**src/rtl/decrypt_dispatch.sv**
```systemverilog
// Request dispatcher in front of the decrypt/validate FSM: queues tagged requests,
// pulses start once per request, and watchdogs done with a bounded retry.
module decrypt_dispatch #(
  parameter int ID_W      = 4,
  parameter int DEPTH     = 4,
  parameter int TIMEOUT   = 16,
  parameter int MAX_RETRY = 1
) (
  input  logic            clk,
  input  logic            rstn,
  input  logic            req_valid,
  output logic            req_ready,
  input  logic [ID_W-1:0] req_id,
  output logic            start,
  input  logic            done,
  output logic            rsp_valid,
  input  logic            rsp_ready,
  output logic [ID_W-1:0] rsp_id,
  output logic            rsp_timeout,
  output logic            busy
);

  localparam int AW       = $clog2(DEPTH);
  localparam int TW       = $clog2(TIMEOUT + 1);
  localparam int WD_BOUND = (MAX_RETRY + 1) * (TIMEOUT + 1) + 1;

  localparam logic [AW:0]   FULL_CNT  = (AW + 1)'(DEPTH);
  localparam logic [AW:0]   CNT_ONE   = (AW + 1)'(1);
  localparam logic [AW-1:0] PTR_ONE   = AW'(1);
  localparam logic [TW-1:0] TMR_LOAD  = TW'(TIMEOUT);
  localparam logic [TW-1:0] TMR_ONE   = TW'(1);
  localparam logic [1:0]    RETRY_MAX = 2'(MAX_RETRY);

  typedef enum logic [1:0] {
    ST_IDLE    = 2'd0,
    ST_ISSUE   = 2'd1,
    ST_WAIT    = 2'd2,
    ST_RESPOND = 2'd3
  } state_t;

  state_t          state_q, state_d;
  logic [ID_W-1:0] mem_q [DEPTH];
  logic [AW-1:0]   wr_ptr_q, rd_ptr_q;
  logic [AW:0]     count_q, count_d;
  logic [TW-1:0]   timer_q, timer_d;
  logic [1:0]      retry_q, retry_d;
  logic            start_q, rsp_valid_q, rsp_timeout_q, busy_q;
  logic            timeout_d;
  logic [ID_W-1:0] rsp_id_q, rsp_id_d;
  logic            push_s, pop_s;
  logic [ID_W-1:0] head_s;

  assign req_ready   = (count_q != FULL_CNT);
  assign push_s      = req_valid && req_ready;
  // The head stays queued until its response is accepted, so it is popped only here.
  assign pop_s       = (state_q == ST_RESPOND) && rsp_ready;
  assign head_s      = mem_q[rd_ptr_q];
  assign start       = start_q;
  assign rsp_valid   = rsp_valid_q;
  assign rsp_id      = rsp_id_q;
  assign rsp_timeout = rsp_timeout_q;
  assign busy        = busy_q;

  always_comb begin
    case ({push_s, pop_s})
      2'b10:   count_d = count_q + CNT_ONE;
      2'b01:   count_d = count_q - CNT_ONE;
      default: count_d = count_q;
    endcase
  end

  always_ff @(posedge clk or negedge rstn) begin
    if (!rstn) begin
      wr_ptr_q <= '0;
      rd_ptr_q <= '0;
      count_q  <= '0;
      for (int i = 0; i < DEPTH; i++) mem_q[i] <= '0;
    end else begin
      if (push_s) begin
        mem_q[wr_ptr_q] <= req_id;
        wr_ptr_q        <= wr_ptr_q + PTR_ONE;
      end
      if (pop_s) rd_ptr_q <= rd_ptr_q + PTR_ONE;
      count_q <= count_d;
    end
  end

  always_comb begin
    state_d   = state_q;
    timer_d   = timer_q;
    retry_d   = retry_q;
    timeout_d = rsp_timeout_q;
    rsp_id_d  = rsp_id_q;
    case (state_q)
      ST_IDLE: begin
        if (count_q != '0) state_d = ST_ISSUE;
        else               state_d = ST_IDLE;
      end
      ST_ISSUE: begin
        timer_d = TMR_LOAD;
        state_d = ST_WAIT;
      end
      ST_WAIT: begin
        // done on the final watchdog cycle still counts as success.
        if (done) begin
          state_d   = ST_RESPOND;
          timeout_d = 1'b0;
          rsp_id_d  = head_s;
        end else if (timer_q == TMR_ONE) begin
          timer_d = '0;
          if (retry_q < RETRY_MAX) begin
            retry_d = retry_q + 2'd1;
            state_d = ST_ISSUE;
          end else begin
            state_d   = ST_RESPOND;
            timeout_d = 1'b1;
            rsp_id_d  = head_s;
          end
        end else begin
          timer_d = timer_q - TMR_ONE;
        end
      end
      ST_RESPOND: begin
        if (rsp_ready) begin
          state_d = ST_IDLE;
          retry_d = 2'd0;
        end else begin
          state_d = ST_RESPOND;
        end
      end
      default: state_d = ST_IDLE;
    endcase
  end

  // Outputs are registered from the next state so they line up with it cycle-for-cycle.
  always_ff @(posedge clk or negedge rstn) begin
    if (!rstn) begin
      state_q       <= ST_IDLE;
      timer_q       <= '0;
      retry_q       <= 2'd0;
      start_q       <= 1'b0;
      rsp_valid_q   <= 1'b0;
      rsp_timeout_q <= 1'b0;
      rsp_id_q      <= '0;
      busy_q        <= 1'b0;
    end else begin
      state_q       <= state_d;
      timer_q       <= timer_d;
      retry_q       <= retry_d;
      start_q       <= (state_d == ST_ISSUE);
      rsp_valid_q   <= (state_d == ST_RESPOND);
      rsp_timeout_q <= timeout_d;
      rsp_id_q      <= rsp_id_d;
      busy_q        <= (state_d != ST_IDLE) || (count_d != '0);
    end
  end

  logic [31:0] wd_cnt_q;

  // Cycles spent issuing/waiting for the current request, bounding the watchdog property.
  always_ff @(posedge clk or negedge rstn) begin
    if (!rstn) begin
      wd_cnt_q <= 32'd0;
    end else if ((state_q == ST_ISSUE) || (state_q == ST_WAIT)) begin
      wd_cnt_q <= wd_cnt_q + 32'd1;
    end else begin
      wd_cnt_q <= 32'd0;
    end
  end

  a_watchdog_bound: assert property (@(posedge clk) disable iff (!rstn)
    wd_cnt_q < 32'(WD_BOUND));

  a_start_single: assert property (@(posedge clk) disable iff (!rstn)
    start |=> !start);

  a_rsp_stable: assert property (@(posedge clk) disable iff (!rstn)
    (rsp_valid && !rsp_ready) |=> (rsp_valid && $stable(rsp_id) && $stable(rsp_timeout)));

endmodule

```
**config.mk**
```make
export PLATFORM = sky130hd
export DESIGN_NAME = decrypt_dispatch
export DESIGN_NICKNAME = d
export VERILOG_FILES = /design/src/rtl/decrypt_dispatch.sv
export SDC_FILE = /design/constraint.sdc
export NUM_CORES = 1
export LEC_CHECK = 0
export CAP_MARGIN = 40
export CORE_MARGIN = 4
export CORE_UTILIZATION = 60
export DETAILED_ROUTE_END_ITERATION = 10
export PLACE_DENSITY = 0.82
export SYNTH_ARGS = -nofsm -noshare
export SYNTH_HDL_FRONTEND = slang
export SYNTH_SLANG_ARGS = --single-unit
```
**constraint.sdc**
```tcl
create_clock -name clk -period 5.03 [get_ports clk]
set_input_delay 0.503 -clock clk [delete_from_list [all_inputs] [get_ports clk]]
set_output_delay 0.503 -clock clk [all_outputs]
set_load 0.005 [all_outputs]
```
# [Word-level counts from Yosys, hierarchy flattened]
# Index checks and enable logic that the tools add are counted.
[classes] addsub=6 mul=0 n_div=0 n_lt_le_gt_ge=4 n_eq_ne=14 shifts=0 mux=27 bitwise_logic=2 reduce_logical=14
[ops] op="$mux 4" n=6
[ops] op="$bwmux 16" n=1
[ops] op="$mux 2" n=8
[ops] op="$mux 5" n=2
[ops] op="$ne 2x2->1 const B" n=5
[ops] op="$pmux 5 s2" n=1
[ops] op="$bmux 4 s2" n=1
[ops] op="$demux 4 s2" n=1
[ops] op="$eq 2x2->1 const B" n=4
[ops] op="$pmux 2 s4" n=1
[ops] op="$reduce_bool 2->1" n=4
[ops] op="$add 2x1->2 const B" n=3
[ops] op="$eq 2x1->1 const B" n=3
[ops] op="$ge 3x3->1 const B" n=2
[ops] op="$not 2->3" n=2
[ops] op="$pmux 3 s2" n=1
[ops] op="$reduce_bool 3->1" n=2
[ops] op="$eq 5x1->1 const B" n=1
[ops] op="$reduce_and 5->1" n=1
[ops] op="$sub 5x1->5 const B" n=1
[ops] op="$mux 1" n=4
[ops] op="$pmux 2 s2" n=1
[ops] op="$add 3x1->3 const B" n=1
[ops] op="$logic_and 1x1->1" n=3
[ops] op="8 further kinds" n=8
[word_totals] ff_bits=40 latch_bits=0 mem_bits_rw=0 rom_bits=0 out_inout_bits=9 n_memories=0

# [Longest topological paths before layout]
# Gate-level depths: netlist of run 1.
[logic_depth] depth_word=7 ltp_mapped=10 mapped_depth_nobuf=10

# [Worst setup path before layout of run 1]
# Ideal clock, no wire load.
[synth_timing] path_kind="input -> register" startpoint="in rsp_ready" endpoint="reg busy_q, in the netlist busy" setup_time_ps=144 arrival_ps=1813 required_time_ps=4886 path_slack_ps=3073 stages=9 path_cell_list="nand3_1 inv_1 ha_1 inv_1 fa_1 xor2_1 nor2_1 xnor2_1 nand4_1"
[synth_via] elab_chain_cells=5 word_cells_on_any_way=9
[synth_rtl] element="start: declaration" line_no="17" rtl="input logic rsp_ready,"
[synth_rtl] element="$logic_and 1x1->1 (*)" line_no="56" rtl="assign pop_s = (state_q == ST_RESPOND) && rsp_ready;"
[synth_rtl] element="named net pop_s" line_no="50" rtl="logic push_s, pop_s;"
[synth_rtl] element="$eq 2x1->1 / $eq 2x2->1 (equally long branches)" line_no="65" rtl="case ({push_s, pop_s})"
[synth_rtl] element="$pmux 3 s2 (*)" line_no="65"
[synth_rtl] element="$reduce_bool 3->1 (*)" line_no="154" rtl="busy_q <= (state_d != ST_IDLE) || (count_d != '0);"
[synth_rtl] element="$logic_or 1x1->1 (*)" line_no="154"
[synth_rtl] element="end signal: assignment" line_no="154"
[synth_rtl] element="end: declaration" line_no="47" rtl="logic start_q, rsp_valid_q, rsp_timeout_q, busy_q;"
# Mark *: on every way through the listed nets, which the timed path passes. The rest lies on a longest branch.
# A chain may end at the register's enable or synchronous reset.

# [Worst setup path after layout of run 1]
[layout_timing] startpoint="reg state_q[1]" endpoint="reg busy_q, in the netlist busy"
[layout_via] elab_chain_cells=6 word_cells_on_any_way=14
[layout_rtl] element="start: declaration" line_no="41" rtl="state_t state_q, state_d;"
[layout_rtl] element="start signal: assignment" line_no="147" rtl="state_q <= state_d;"
[layout_rtl] element="$eq 2x2->1 (*)" line_no="56"
[layout_rtl] element="$logic_and 1x1->1 (*)" line_no="56"
[layout_rtl] element="named net pop_s" line_no="50"
[layout_rtl] element="$eq 2x1->1 / $eq 2x2->1 (equally long branches)" line_no="65"
[layout_rtl] element="$pmux 3 s2 (*)" line_no="65"
[layout_rtl] element="$reduce_bool 3->1 (*)" line_no="154"
[layout_rtl] element="$logic_or 1x1->1 (*)" line_no="154"
# Marks and branches as above.

==> impl_metrics.json, run 1 <==
{
  "grt_overflow_total": 0,
  "critPathArrivalTime_ns": 2.67,
  "htreeDepth": 2,
  "p_comb_share_pct": 43.6,
  "synth_seq_cells": 40,
  "period_minus_slack_ns": 2.48,
  "routabilityCongestion": 0.785,
  "core_area_um2": 3080,
  "power_frac_seq_pct": 45.6,
  "reg2reg_to": "busy",
  "avgViaCountPerCell": 5.61,
  "max_freq_mhz": 402,
  "required_ns": 5.22,
  "routedWlPerCell_um": 15.2,
  "p_int_uw": 865,
  "power_density_nw_per_um2": 614,
  "switching_share_pct": 35.9,
  "drt_wl_total_um": 3430,
  "fin_tns_setup_ns": 0,
  "grt_pass1_wl_um": 6010,
  "num_rows": 20,
  "cts_max_path_buffers": 2,
  "worst_hold_path_type": "in -> async",
  "crit_start": "state_q[1]",
  "layout-drive-gt1-share_pct": 20.4,
  "reg2reg_depth": 9,
  "outcome": "finished clean",
  "clk-insertion-delay-late_ns": 0.32,
  "cts_tree": "built",
  "track_usage_pct": 18.8,
  "postLayoutCellArea_um2": 2200,
  "end_kind": "flip-flop",
  "syn_area_per_cell_um2": 12.1,
  "endpoint": "busy",
  "port_buffers": 17,
  "rsz0062_at_grt": "no",
  "max-vdd-ir-drop_mv": 0.401,
  "slew_violations": 0,
  "tightest_slew_ns": 0.832,
  "crit_type": "reg -> reg",
  "grt_max_degree": 41,
  "drt_iter0_drc": 55,
  "syn_to_final_growth_pct": 13.3,
  "leakage_uw": 0.000958,
  "placed_cell_area_um2": 2150,
  "synth.distinct_cells": 35,
  "antenna_found_initial": 0,
  "n_fill_cell": 228,
  "diodes": 0,
  "detail_route.drc_violations": 0,
  "cts_root_buf": "clkbuf_4",
  "ctsResizeCount": 0,
  "netlist_area_um2": 1940,
  "first_pass_iters": 4,
  "r2r-start": "state_q[1]",
  "vias": 1262,
  "io_pins": 18,
  "synthCells": 160,
  "die_x_um": 64.9,
  "relSlewSlack_pct": 44.5,
  "fin_nets": 199,
  "period_share_pct": 49.4,
  "drv_cap": 0,
  "rrSetupSlack_ns": 2.55,
  "power.net_switching_uw": 485,
  "grt_pass1_vias": 1263,
  "finalSetupViolations": 0,
  "hold_viol": 0,
  "post-cts-setup-buffers": 0,
  "dp_hpwl_um": 2610,
  "synth_fp_nets": 178,
  "clkPwrFrac_pct": 10.8,
  "die_area_um2": 4210,
  "ctsHoldBuffers": 0,
  "yosysWarnings": 0,
  "start_util_pct": 63.1,
  "cts_sinks": 40,
  "drtAntennaViolNets": 0,
  "clk_pin_slew_ns": 0.11,
  "crit_fanout": 16,
  "cts_buffers": 5,
  "start_kind": "flip-flop",
  "die_h_um": 64.9,
  "synth.yosys.seq_area_share_pct": 51.5,
  "finalClockSkew_ns": 0.0103
}
[worst max-delay path, cell delays in order, from the launching register on]
cell     delay, ns
dfrtp_1       0.65
nand3_1       0.28
inv_1         0.15
ha_1          0.21
inv_1         0.07
fa_1          0.39
xor2_1        0.18
nor2_1        0.08
xnor2_1       0.21
nand4_1       0.13
[cell type report]
type	instances	area, µm²	area share, %
clock buffers	5	37.5	1.71
flip-flops and latches	40	1000	45.5
clock inverters	2	12.5	0.569
well taps	44	55.1	2.50
repair buffers	17	165	7.51
inverters	16	60.1	2.73
multi-input cells	101	868	39.5
[kinds of logic (layout without fill, tap and decap cells)]
| family | after synthesis | count (layout) | share of synthesized area, % |
|---|---|---|---|
| flip-flops | 40 | 40 | 51.5 |
| AND/OR/NAND/NOR | 38 | 38 | 9.47 |
| multiplexers | 26 | 26 | 18.1 |
| AO/OA/AOI/OAI | 22 | 22 | 8.25 |
| buffers and inverters | 19 | 40 | 3.74 |
| adder cells (fa/ha/maj) | 9 | 9 | 6.19 |
| XOR/XNOR | 6 | 6 | 2.71 |
[cells in the final DEF, fill, tap and decap left out, types with 4 or more instances in the layout]
master / Yosys / final
nor2_1: 9 / 9
dfrtp_1: 40 / 40
mux2_2: 17 / 17
mux2_4: 4 / 4
o21ai_0: 7 / 7
clkdlybuf4s50_1: 0 / 16
ha_1: 8 / 8
clkbuf_4: 0 / 5
inv_1: 16 / 16
xnor2_1: 5 / 5
nand2_1: 15 / 15
mux4_2: 4 / 4
[stage by stage]
step	hold WS (ns)	power, µW	util (%)	cells	setup WS (ns)
6_report	0.269	1350	71.5	225	2.55
5_1_grt	0.310	1470	71.5	225	2.34
4_1_cts	0.288	1360	71.5	225	2.53
3_5_place_dp	0.471	1220	69.8	218	2.27
3_3_place_gp	0.464	1160	69.8	218	2.48
2_1_floorplan	0.207	1020	-	160	3.07
[synthesized netlist by cell type]
cell type / n / area [µm²]
dfrtp_1: 40 / 1000
mux2_2: 17 / 191
inv_1: 16 / 60.1
nand2_1: 15 / 56.3
nor2_1: 9 / 33.8
ha_1: 8 / 100
o21ai_0: 7 / 35.0
xnor2_1: 5 / 43.8
mux2_4: 4 / 60.1
mux4_2: 4 / 90.1
o211ai_1: 3 / 22.5
o22ai_1: 3 / 18.8
clkbuf_1: 2 / 7.51
nand3_1: 2 / 10.0
nand4_1: 2 / 12.5
nor2b_1: 2 / 12.5
nor3_1: 2 / 10.0
o31a_1: 2 / 17.5
a21boi_2: 1 / 11.3
a22oi_1: 1 / 7.51
a2bb2oi_1: 1 / 8.76
a31oi_1: 1 / 6.26
a32o_1: 1 / 10.0
buf_2: 1 / 5.00
fa_1: 1 / 20.0
mux2i_1: 1 / 10.0
nand2b_1: 1 / 6.26
nand3b_1: 1 / 7.51
nor2_2: 1 / 6.26
o21a_4: 1 / 15.0
o31ai_1: 1 / 7.51
or2b_1: 1 / 7.51
or4_1: 1 / 7.51
or4b_4: 1 / 13.8
xor2_1: 1 / 8.76
[worst min-delay path by stage]
| stage | from | to | cells past startpoint |
|---|---|---|---|
| 2_1_floorplan | rstn | busy | 0 |
| 3_3_place_gp | retry_q[1] | retry_q[1] | 2 |
| 3_5_place_dp | retry_q[1] | retry_q[1] | 2 |
| 4_1_cts | rstn | retry_q[0] | 1 |
| 5_1_grt | rstn | mem_q[8] | 1 |
| 6_report | rstn | retry_q[0] | 1 |
[per-layer routing]
layer / share of wire (%) / global-route usage (%) / vias to the layer above / wire length [µm]
li1: - / - / 598 / -
met1: 43 / 24.4 / 632 / 1490
met2: 52 / 31.0 / 30 / 1770
met3: 4.5 / 5.72 / 2 / 154
met4: 0.50 / 3.96 / 0 / 17
met5: 0 / 0 / - / 0
[power groups by stage]
| stage | Sequential, µW | Combinational, µW | Clock (µW) |
|---|---|---|---|
| floorplan | 561 | 458 | 0 |
| global placement | 606 | 558 | 0 |
| detailed placement | 625 | 593 | 0 |
| CTS | 616 | 596 | 153 |
| global route | 641 | 656 | 171 |
| finish | 616 | 589 | 146 |
[flip-flops by register name (all words and copies together) (netlist names)]
| register | flops |
|---|---|
| count_q | 3 |
| busy | 1 |
| rsp_valid | 1 |
| mem_q | 16 |
| timer_q | 5 |
| rsp_id | 4 |
| start | 1 |
| state_q | 2 |
| rd_ptr_q | 2 |
| rsp_timeout | 1 |
| wr_ptr_q | 2 |
| retry_q | 2 |
Power figures use the tool's default switching activity.
==> run 2: changes to the inputs <==
- CORE_UTILIZATION: 60 -> 56
- PLACE_DENSITY: 0.82 -> 0.77
- clock period: 5.03 -> 2.5 ns (I/O delays scaled with it)
==> impl_metrics.json, run 2 (same netlist as run 1, synthesis figures left out) <==
{
  "clk_pin_slew_ns": 0.12,
  "grt_max_degree": 41,
  "finalClockSkew_ns": 0.00826,
  "crit_fanout": 4,
  "placed_cell_area_um2": 2180,
  "slew_violations": 0,
  "crit_type": "reg -> reg",
  "reg2reg_depth": 10,
  "vias": 1280,
  "drv_cap": 0,
  "slowest_delay_ns": 0.44,
  "syn_to_final_growth_pct": 16.8,
  "core_area_um2": 3340,
  "routabilityCongestion": 0.768,
  "layout_commonest_cell": "dfrtp_1",
  "grt_pass1_wl_um": 6150,
  "post-cts-setup-buffers": 0,
  "layout-drive-gt1-share_pct": 22.9,
  "port_buffers": 17,
  "cts_buffers": 5,
  "avgViaCountPerCell": 5.47,
  "period_minus_slack_ns": 2.01,
  "first_pass_iters": 4,
  "drtAntennaViolNets": 0,
  "die_h_um": 66.9,
  "worst_path_max_delay_cell": "dfrtp_1",
  "htreeDepth": 2,
  "final_cells": 234,
  "rsz0062_at_grt": "no",
  "cts_tree": "built",
  "n_fill_cell": 275,
  "routedWlPerCell_um": 14.7,
  "max_freq_mhz": 497,
  "start_util_pct": 58.2,
  "required_ns": 2.72,
  "post-place-ws_ns": 0.272,
  "die_x_um": 66.9,
  "postLayoutCellArea_um2": 2270,
  "end_kind": "flip-flop",
  "grt_overflow_total": 0,
  "drt_iter0_drc": 77,
  "largest_reg_flops": 16,
  "antenna_found_initial": 0,
  "detail_route.drc_violations": 0,
  "crit_start": "count_q[1]",
  "relSlewSlack_pct": 76.1,
  "clk-insertion-delay-late_ns": 0.35,
  "critPathArrivalTime_ns": 2.23,
  "fin_tns_setup_ns": 0,
  "r2r-start": "count_q[1]",
  "crit_chain": "nor2_1, a21boi_2, inv_1, ha_1, inv_1, fa_1, xor2_1, nor2_1, xnor2_1, nand4_1",
  "dp.cells": 224,
  "drt_wl_total_um": 3440,
  "start_kind": "flip-flop",
  "hold_viol": 0,
  "outcome": "finished clean",
  "fin_nets": 205,
  "worst_hold_path_type": "in -> async",
  "setup_ws_ns": 0.489,
  "final_cell_mix": "dfrtp_1 (40), mux2_2 (17), inv_1 (16), clkdlybuf4s50_1 (16), nand2_1 (15)",
  "finalSetupViolations": 0,
  "cts_max_path_buffers": 2,
  "cts_root_buf": "clkbuf_4",
  "fin_util_pct": 68.0,
  "diodes": 0,
  "io_pins": 18,
  "period_share_pct": 80.4,
  "grt_pass1_vias": 1376,
  "max-vdd-ir-drop_mv": 0.630,
  "num_rows": 21,
  "die_area_um2": 4470,
  "power_density_nw_per_um2": 1220,
  "cts_sinks": 40,
  "track_usage_pct": 18.9,
  "tightest_slew_ns": 0.356,
  "dp_hpwl_um": 2570,
  "leakage_uw": 0.000998,
  "largest-register": "mem_q"
}
## run 2: layout make-up
type                       instances  area, µm²  share of cell area, %
inverter                          16       60.1                   2.65
clock buffer                       5       37.5                   1.65
multi-input combinational        101        868                   38.3
timing repair buffer              23        225                   9.93
tap                               46       57.6                   2.54
clock inverter                     3       18.8                  0.827
sequential                        40       1000                   44.1
## run 2: path summary, 6_finish.rpt
kind,end,slack (ns)
worst max-delay path,busy,0.49
worst min-delay path,rsp_id[3],0.38
worst max register to register,busy,0.49
worst min register to register,retry_q[1],0.50
max in group asynchronous,mem_q[7],1.92
min in group clk,retry_q[1],0.50
## run 2: where the power goes
| group | switching, µW | internal (µW) |
|---|---|---|
| registers | 226 | 957 |
| logic | 555 | 718 |
| clock network | 211 | 108 |
## run 2: stage by stage
step | hold slack (ns) | total power, µW
3_3_place_gp | 0.395 | 2390
3_5_place_dp | 0.417 | 2470
4_1_cts | 0.00798 | 2810
5_1_grt | 0.372 | 3020
6_report | 0.384 | 2770
2_1_floorplan | -0.0456 | 2050
## run 2: layer usage
layer,wire (µm),track usage [%]
met3,129,4.72
met4,36,8.61
met5,0,0
met1,1460,22.5
met2,1820,31.9
## run 2: critical path: cells and delay by family, from the launching register on
| kind | cells | cell delay [ns] |
|---|---|---|
| fa+ha+maj | 2 | 0.54 |
| buf+inv | 2 | 0.12 |
| flops | 1 | 0.44 |
| xor+xnor | 2 | 0.30 |
| compound gates | 1 | 0.08 |
| simple gates | 3 | 0.40 |
## run 2: what timing repair did
item                                   in CTS  in global routing
hold buffers                                0                  1
endpoints found under the hold margin       0                 40
resized for setup                           0                  0
==> run 3: changes to the inputs <==
- clock period: 2.5 -> 2 ns (I/O delays scaled with it)
==> impl_metrics.json, run 3 (same netlist as run 1, synthesis figures left out) <==
{
  "outcome": "finished clean",
  "largest-register": "mem_q",
  "core_area_um2": 3340,
  "die_area_um2": 4470,
  "met2WireLength_um": 1930,
  "clk-insertion-delay-late_ns": 0.35,
  "finalSetupViolations": 0,
  "cts_max_path_buffers": 2,
  "multiInputGateArea_um2": 876,
  "drtAntennaViolNets": 0,
  "crit_fanout": 2,
  "cp_num_buf_inv": 2,
  "detail_route.drc_violations": 0,
  "worst_hold_path_type": "in -> async",
  "port_buffers": 17,
  "crit_type": "reg -> reg",
  "fin_nets": 213,
  "cts_root_buf": "clkbuf_4",
  "crit_family": "adder cells",
  "clk_pin_slew_ns": 0.11,
  "hold_viol": 0,
  "final_cell_mix": "dfrtp_1 (40), mux2_2 (17), clkdlybuf4s50_1 (16)",
  "avgViaCountPerCell": 5.40,
  "largest_reg_flops": 16,
  "routedWlPerCell_um": 15.3,
  "start_util_pct": 58.2,
  "die_h_um": 66.9,
  "grt_max_degree": 35,
  "grt_pass1_wl_um": 6310,
  "antenna_found_initial": 0,
  "placed_cell_area_um2": 2240,
  "vias": 1307,
  "layout_commonest_cell": "dfrtp_1",
  "drt_wl_total_um": 3700,
  "layout-drive-gt1-share_pct": 28.1,
  "r2r-start": "count_q[0]",
  "die_x_um": 66.9,
  "finalClockSkew_ns": 0.00408,
  "critPathArrivalTime_ns": 2.15,
  "period_minus_slack_ns": 1.93,
  "relSlewSlack_pct": 77.2,
  "first_pass_iters": 4,
  "reg2reg_depth": 10,
  "slowest_delay_ns": 0.40,
  "highest_layer": "met4",
  "cts_sinks": 40,
  "grt_pass1_vias": 1318,
  "crit_chain": "nor2_2, a21boi_2, inv_1, ha_2, inv_2, fa_2, xor2_1, nor2_1, xnor2_1, nand4_1",
  "met3_length_um": 160,
  "wl_met1_um": 1570,
  "dp_hpwl_um": 2700,
  "tightest_slew_ns": 0.343,
  "n_fill_cell": 245,
  "start_kind": "flip-flop",
  "rsz0062_at_grt": "yes",
  "htreeDepth": 2,
  "rrSetupSlack_ns": 0.07,
  "cts_buffers": 5,
  "leakage_uw": 0.00105,
  "required_ns": 2.22,
  "drv_cap": 0,
  "diodes": 0,
  "routabilityCongestion": 0.819,
  "hold_ws_ns": 0.213,
  "postLayoutCellArea_um2": 2370,
  "max-vdd-ir-drop_mv": 0.770,
  "period_share_pct": 96.6,
  "end_kind": "flip-flop",
  "syn_to_final_growth_pct": 22.3,
  "power.total_uw": 3770,
  "track_usage_pct": 19.5,
  "max_freq_mhz": 517,
  "cts_tree": "built",
  "slew_violations": 0,
  "reg2reg_to": "busy",
  "worst_path_max_delay_cell": "dfrtp_1",
  "io_pins": 18,
  "fin_util_pct": 71.2,
  "num_rows": 21,
  "final-seq-area_um2": 1000,
  "grt_overflow_total": 0,
  "power_density_nw_per_um2": 1590,
  "drt_iter0_drc": 128
}
## run 3: what timing repair did
action,CTS,global route
pin swaps,0,7
gates resized for setup,1,4
hold endpoints to repair,40,0
setup endpoints to repair,1,2
hold buffers,1,0
setup buffers,0,3
## run 3: area by class of cell
type / count / area share, %
multi-input combinational: 101 / 36.9
clock inverter: 1 / 1.26
timing repair buffer: 31 / 12.0
sequential: 40 / 42.1
clock buffer: 7 / 2.74
tap: 46 / 2.42
inverter: 16 / 2.53
## run 3: how the worst max path moves through the flow
stage	depth (start not counted)	end	startpoint
CTS	10	busy	count_q[1]
detailed placement	10	busy	rsp_ready
finish	10	busy	count_q[0]
global route	10	busy	count_q[0]
global placement	10	busy	rsp_ready
floorplan	10	busy	count_q[1]
## run 3: power breakdown
group	internal (µW)	switching [µW]	leakage, µW
Clock	332	261	0.0000515
Combinational	969	735	0.000522
Sequential	1200	274	0.000479
Total	2500	1270	0.00105
## run 3: metal layers
metal	up-vias	global-route usage [%]
met5	-	0
met4	0	7.59
met3	5	5.56
met2	27	31.9
met1	652	24.3
li1	623	-
## run 3: through the flow
stage                     cells  setup TNS (ns)  setup WS (ns)
final                       242               0         0.0671
after global placement      229          -0.113        -0.0956
after detailed placement    230          -0.308         -0.194
after CTS                   239               0        0.00832
after floorplan             160               0         0.0646
after global routing        242         -0.0509        -0.0509
==> variant 1: new RTL, settings of run 2 <==
Re-encode `state_t` (4 states) as one-hot, 4 bits wide.
--- a/src/rtl/decrypt_dispatch.sv
+++ b/src/rtl/decrypt_dispatch.sv
@@ -33,7 +33,7 @@
 
-  typedef enum logic [1:0] {
-    ST_IDLE    = 2'd0,
-    ST_ISSUE   = 2'd1,
-    ST_WAIT    = 2'd2,
-    ST_RESPOND = 2'd3
+  typedef enum logic [3:0] {
+    ST_IDLE    = 4'b0001,
+    ST_ISSUE   = 4'b0010,
+    ST_WAIT    = 4'b0100,
+    ST_RESPOND = 4'b1000
   } state_t;
Behaviour: same outputs for any inputs over 10 cycles, from zero or initial values and one cycle with rstn low; not proved beyond that.
==> variant 1 against run 2 <==
Wire length up 13%. Final area up 8.7%. Sequential share of layout area down 1.4 points. Combinational power down 14%. Sequential cell count up 2. Worst setup slack worse by 0.36 ns. Synthesized area up 8.2%. Via count up 14%. Power down 0.87%. First-iteration DRC count up 62%. Critical path type unchanged. Highest routed layer unchanged.
==> variant 1: results (changes against run 2) <==
* R2R depth at 9 (was 10)
* Initial DRC Count at 125 (was 77)
* Layout Cells excl Fill at 255 (was 234)
* Synth unique cells at 45 (was 35)
* Max VDD drop at 634 µV (was 630 µV)
* Largest net degree at the start of global routing at 30 (was 41)
* Synth-to-layout area growth at 17.3% (was 16.8%)
* Post-synth top cells: dfrtp_1, mux2_2, nand2_1 (was dfrtp_1, mux2_2, inv_1)
* Sw power at 958 µW (was 992 µW)
* Worst R2R Setup Slack at 0.13 ns (was 0.49 ns)
* Layout Skew at 0.00789 ns (was 0.00826 ns)
* Register area share after synthesis at 0.501 (was 0.515)
* Routed len/inst at 15.2 µm (was 14.7 µm)
* DP HPWL at 2910 µm (was 2570 µm)
* Vias per cell at 5.73 (was 5.47)
* Area post-placement at 0.00236 mm² (was 0.00218 mm²)
* Placed Instances at 246 (was 224)
* Final nets at 226 (was 205)
* CTS Root Cell: clkbuf_8 (was clkbuf_4)
* Clk slew on worst S/H paths at 0.08 ns (was 0.12 ns)
* Fillers at 238 (was 275)
* Syn nets at 199 (was 178)
* Cells after Synth at 181 (was 160)
* Status: completed (unchanged)
* GRT Resource Usage Total at 0.178 (was 0.189)
* Slew Limit Headroom at 0.678 (was 0.761)
## variant 1: changes by cell type after synthesis, sizes merged, moves of 3 or more
cell	run 2	this run
a31oi	1	4
nor2	10	7
o21ai	7	10
buf	1	4
nor3	2	10
## variant 1: metrics by stage
stage          hold WS (ns)  worst slack [ns]  setup TNS (ns)
2_1_floorplan       -0.0456            0.0872               0
3_3_place_gp          0.416           -0.0192         -0.0192
3_5_place_dp          0.182            -0.139          -0.139
4_1_cts               0.399            0.0969               0
5_1_grt               0.424           0.00286               0
6_report              0.384             0.134               0
## variant 1: path summary, 6_finish.rpt
| path | startpoint | to |
|---|---|---|
| hold / removal | rstn | rsp_timeout |
| max in group asynchronous | rstn | state_q[0] |
| min in group clk | mem_q[2] | mem_q[2] |
| hold reg to reg | mem_q[2] | mem_q[2] |
| setup reg to reg | state_q[1] | busy |
| setup / recovery | state_q[1] | busy |
## variant 1: layout make-up
type | count | share of cell area
flip-flops and latches | 42 | 0.427
multi-input cells | 117 | 0.385
repair buffers | 27 | 0.104
clock buffers | 6 | 0.0335
well taps | 46 | 0.0234
inverters | 15 | 0.0228
clock inverters | 2 | 0.00508
## variant 1: kinds of logic after synthesis
| logic type | count (synthesis) | synth area share |
|---|---|---|
| adder cells (fa/ha/maj) | 9 | 0.0572 |
| XOR/XNOR | 6 | 0.0250 |
| AND/OR/NAND/NOR | 52 | 0.136 |
| multiplexers | 24 | 0.150 |
| buffers and inverters | 22 | 0.0512 |
| AO/OA/AOI/OAI | 26 | 0.0792 |
| flip-flops | 42 | 0.501 |
## variant 1: power groups by stage
stage	Sequential, mW	Combinational [mW]	Clock, mW
finish	1.21	1.09	0.457
global route	1.25	1.21	0.498
CTS	1.20	1.09	0.468
detailed placement	1.22	1.09	0
global placement	1.19	1.02	0
floorplan	1.14	0.817	0
## variant 1: what timing repair did
item                                    in CTS  in global routing
endpoints found under the setup margin       0                  1
hold buffers                                 1                  0
resized for setup                            0                  1
endpoints found under the hold margin       13                  0
## variant 1: worst reg2reg max path, stage by stage, from the launching register on
cell and delay (ns):
dfrtp_1 0.38, nand3b_1 0.20, nor3_2 0.17, ha_1 0.21, inv_1 0.06, fa_1 0.37
xor2_1 0.15, nor2_1 0.13, xor2_1 0.11, or3b_2 0.45
## variant 1: routing by layer
metal,up-vias,wire [µm],GRT usage
li1,693,-,-
met1,730,1650,0.219
met2,31,2020,0.310
met3,7,155,0.0420
met4,0,53,0.0542
met5,-,0,0
==> variant 2: new RTL, flow settings as in run 2 <==
Made on the original files. Change the parameter `ID_W` from 4 to 3.
--- a/src/rtl/decrypt_dispatch.sv
+++ b/src/rtl/decrypt_dispatch.sv
@@ -3,3 +3,3 @@
 module decrypt_dispatch #(
-  parameter int ID_W      = 4,
+  parameter int ID_W      = 3,
   parameter int DEPTH     = 4,
Interface: changed (resized req_id and rsp_id); port bits go from 18 to 16. No check against the original RTL was run, so the function may have changed too.
==> variant 2 against run 2 <==
Sequential share of layout area shrank 0.57 points. Synthesized cell count shrank 8.1%. Final area shrank 11%. Largest power group unchanged. Synthesized area shrank 11%. Sequential cell count shrank 5. Wire length shrank 4.5%. Sequential power shrank 12%. Worst setup slack lost 0.051 ns. Power shrank 9.8%. Core utilization grew 2.5 points. Non-clock buffer count shrank 3. Die area shrank 9.9%.
==> variant 2: results (changes against run 2) <==
* Status: completed (unchanged)
* LEAKAGE at 0.877 nW (was 0.998 nW)
* Largest registers: mem_q: 12 flops, timer_q: 5 flops
* Share of cells above drive strength 1 at 0.199 (was 0.229)
* Routed len/inst at 16.3 µm (was 14.7 µm)
* Worst path arrival time at 2.26 ns (was 2.23 ns)
* Ys flop type: dfrtp_1 (unchanged)
* Worst-Skew Late Latency at 0.33 ns (was 0.35 ns)
* Final nets at 188 (was 205)
* Antenna viol nets, final at 0 (unchanged)
* Max incr delay on CP at 0.43 ns
* Avg Cell Area, Syn at 11.7 µm² (was 12.1 µm²)
* DP HPWL at 2330 µm (was 2570 µm)
* Final TNS setup at 0 ns (unchanged)
* Reg-to-reg critical path startpoint: count_q[1] (unchanged)
* Post-synth top cells: dfrtp_1, inv_1, mux2_2, nand2_1, nor2_1 (was dfrtp_1, mux2_2, inv_1)
* Worst R2R Setup Slack at 0.44 ns (was 0.49 ns)
* Delay-heaviest family, CP: adder cells (unchanged)
* R2r endpoint: busy (unchanged)
* Antenna violations before repair at 0 (unchanged)
* Post-CTS setup buffers at 0 (unchanged)
* Yosys warning count at 0 (unchanged)
* DP Worst Slack at 0.186 ns (was 0.272 ns)
* Vias in the first global route at 1245 (was 1376)
* Layout Skew at 0.00217 ns (was 0.00826 ns)
* First-pass DRT Iterations at 4 (unchanged)
* # diodes at 0 (unchanged)
* Syn nets at 164 (was 178)
* Global-route wire length before repair at 5840 µm (was 6150 µm)
* Vias at 1186 (was 1280)
* R2R depth at 10 (unchanged)
* GRT Resource Usage Total at 0.191 (was 0.189)
* RePlAce Congestion at 0.829 (was 0.768)
* Clock buffer count from CTS at 5 (unchanged)
* Hold Path Class: input port to asynchronous set/reset pin (unchanged)
* H-tree depth at 2 (unchanged)
* Max VDD drop at 653 µV (was 630 µV)
* Initial DRC Count at 58 (was 77)
* Slew Limit Headroom at 0.626 (was 0.761)
* Placed Instances at 195 (was 224)
* Vias per cell at 5.87 (was 5.47)
* Synth unique cells at 36 (was 35)
* Worst-path maximum fanout at 4 (unchanged)
* Area post-placement at 0.00194 mm² (was 0.00218 mm²)
* Crit-path slowest cell: dfrtp_1 (unchanged)
* Largest net degree at the start of global routing at 36 (was 41)
* CTS Root Cell: clkbuf_4 (unchanged)
* Port bufs at 15 (was 17)
* CTS Buffer Depth at 2 (unchanged)
* CTS resizes at 0 (unchanged)
* Register area share after synthesis at 0.508 (was 0.515)
* Clk slew on worst S/H paths at 0.10 ns (was 0.12 ns)
* Largest cells by area after synthesis: dfrtp_1, mux2_2, ha_1 (unchanged)
* Worst hold margin at 0.319 ns (was 0.384 ns)
* Synth async-reset ratio at 1.00 (unchanged)
variant 2: changes by cell type in the layout (fill, tap and decap cells not counted), sizes merged, moves of 3 or more:
cell	before	now
clkinv	3	0
inv	16	13
nand2	15	12
nor2	10	13
mux2	21	15
o22ai	3	0
nand3	2	6
dfrtp	40	35
variant 2: final cells by class:
cell class                      instances  area [µm²]
Sequential cell                        35         876
Fill cell                             211         842
Multi-Input combinational cell         96         788
Timing Repair Buffer                   20         188
Inverter                               13        48.8
Clock buffer                            6        41.3
Tap cell                               31        38.8
Clock inverter                          1        30.0
variant 2: how the worst max path moves through the flow:
stage	startpoint	to	slack, ns	cells after the start
global placement	rsp_ready	busy	0.29	10
global route	count_q[1]	busy	0.30	10
detailed placement	rsp_ready	busy	0.19	10
finish	count_q[1]	busy	0.44	10
floorplan	state_q[0]	busy	0.55	10
CTS	count_q[1]	busy	0.42	10
variant 2: kinds of logic after synthesis:
kind of cell               Yosys count  share of synthesized area
AOI/OAI and AO/OA                   19                     0.0769
xor gates and xnor gates             6                     0.0305
adders and majority gates            9                     0.0696
buffers and inverters               16                     0.0355
DFF                                 35                      0.508
muxes                               19                      0.149
and+or+nand+nor                     43                      0.131
variant 2: per-layer routing:
layer / GRT usage / part of all wire / vias up
met5: 0 / 0 / -
met4: 0.0728 / 0.017 / 0
met3: 0.0604 / 0.057 / 6
met2: 0.304 / 0.48 / 33
met1: 0.244 / 0.44 / 586
li1: - / - / 561
variant 2: where the power goes:
part	switching [mW]	internal (mW)
combinational	0.474	0.602
clock	0.178	0.206
sequential	0.215	0.828
total	0.867	1.64
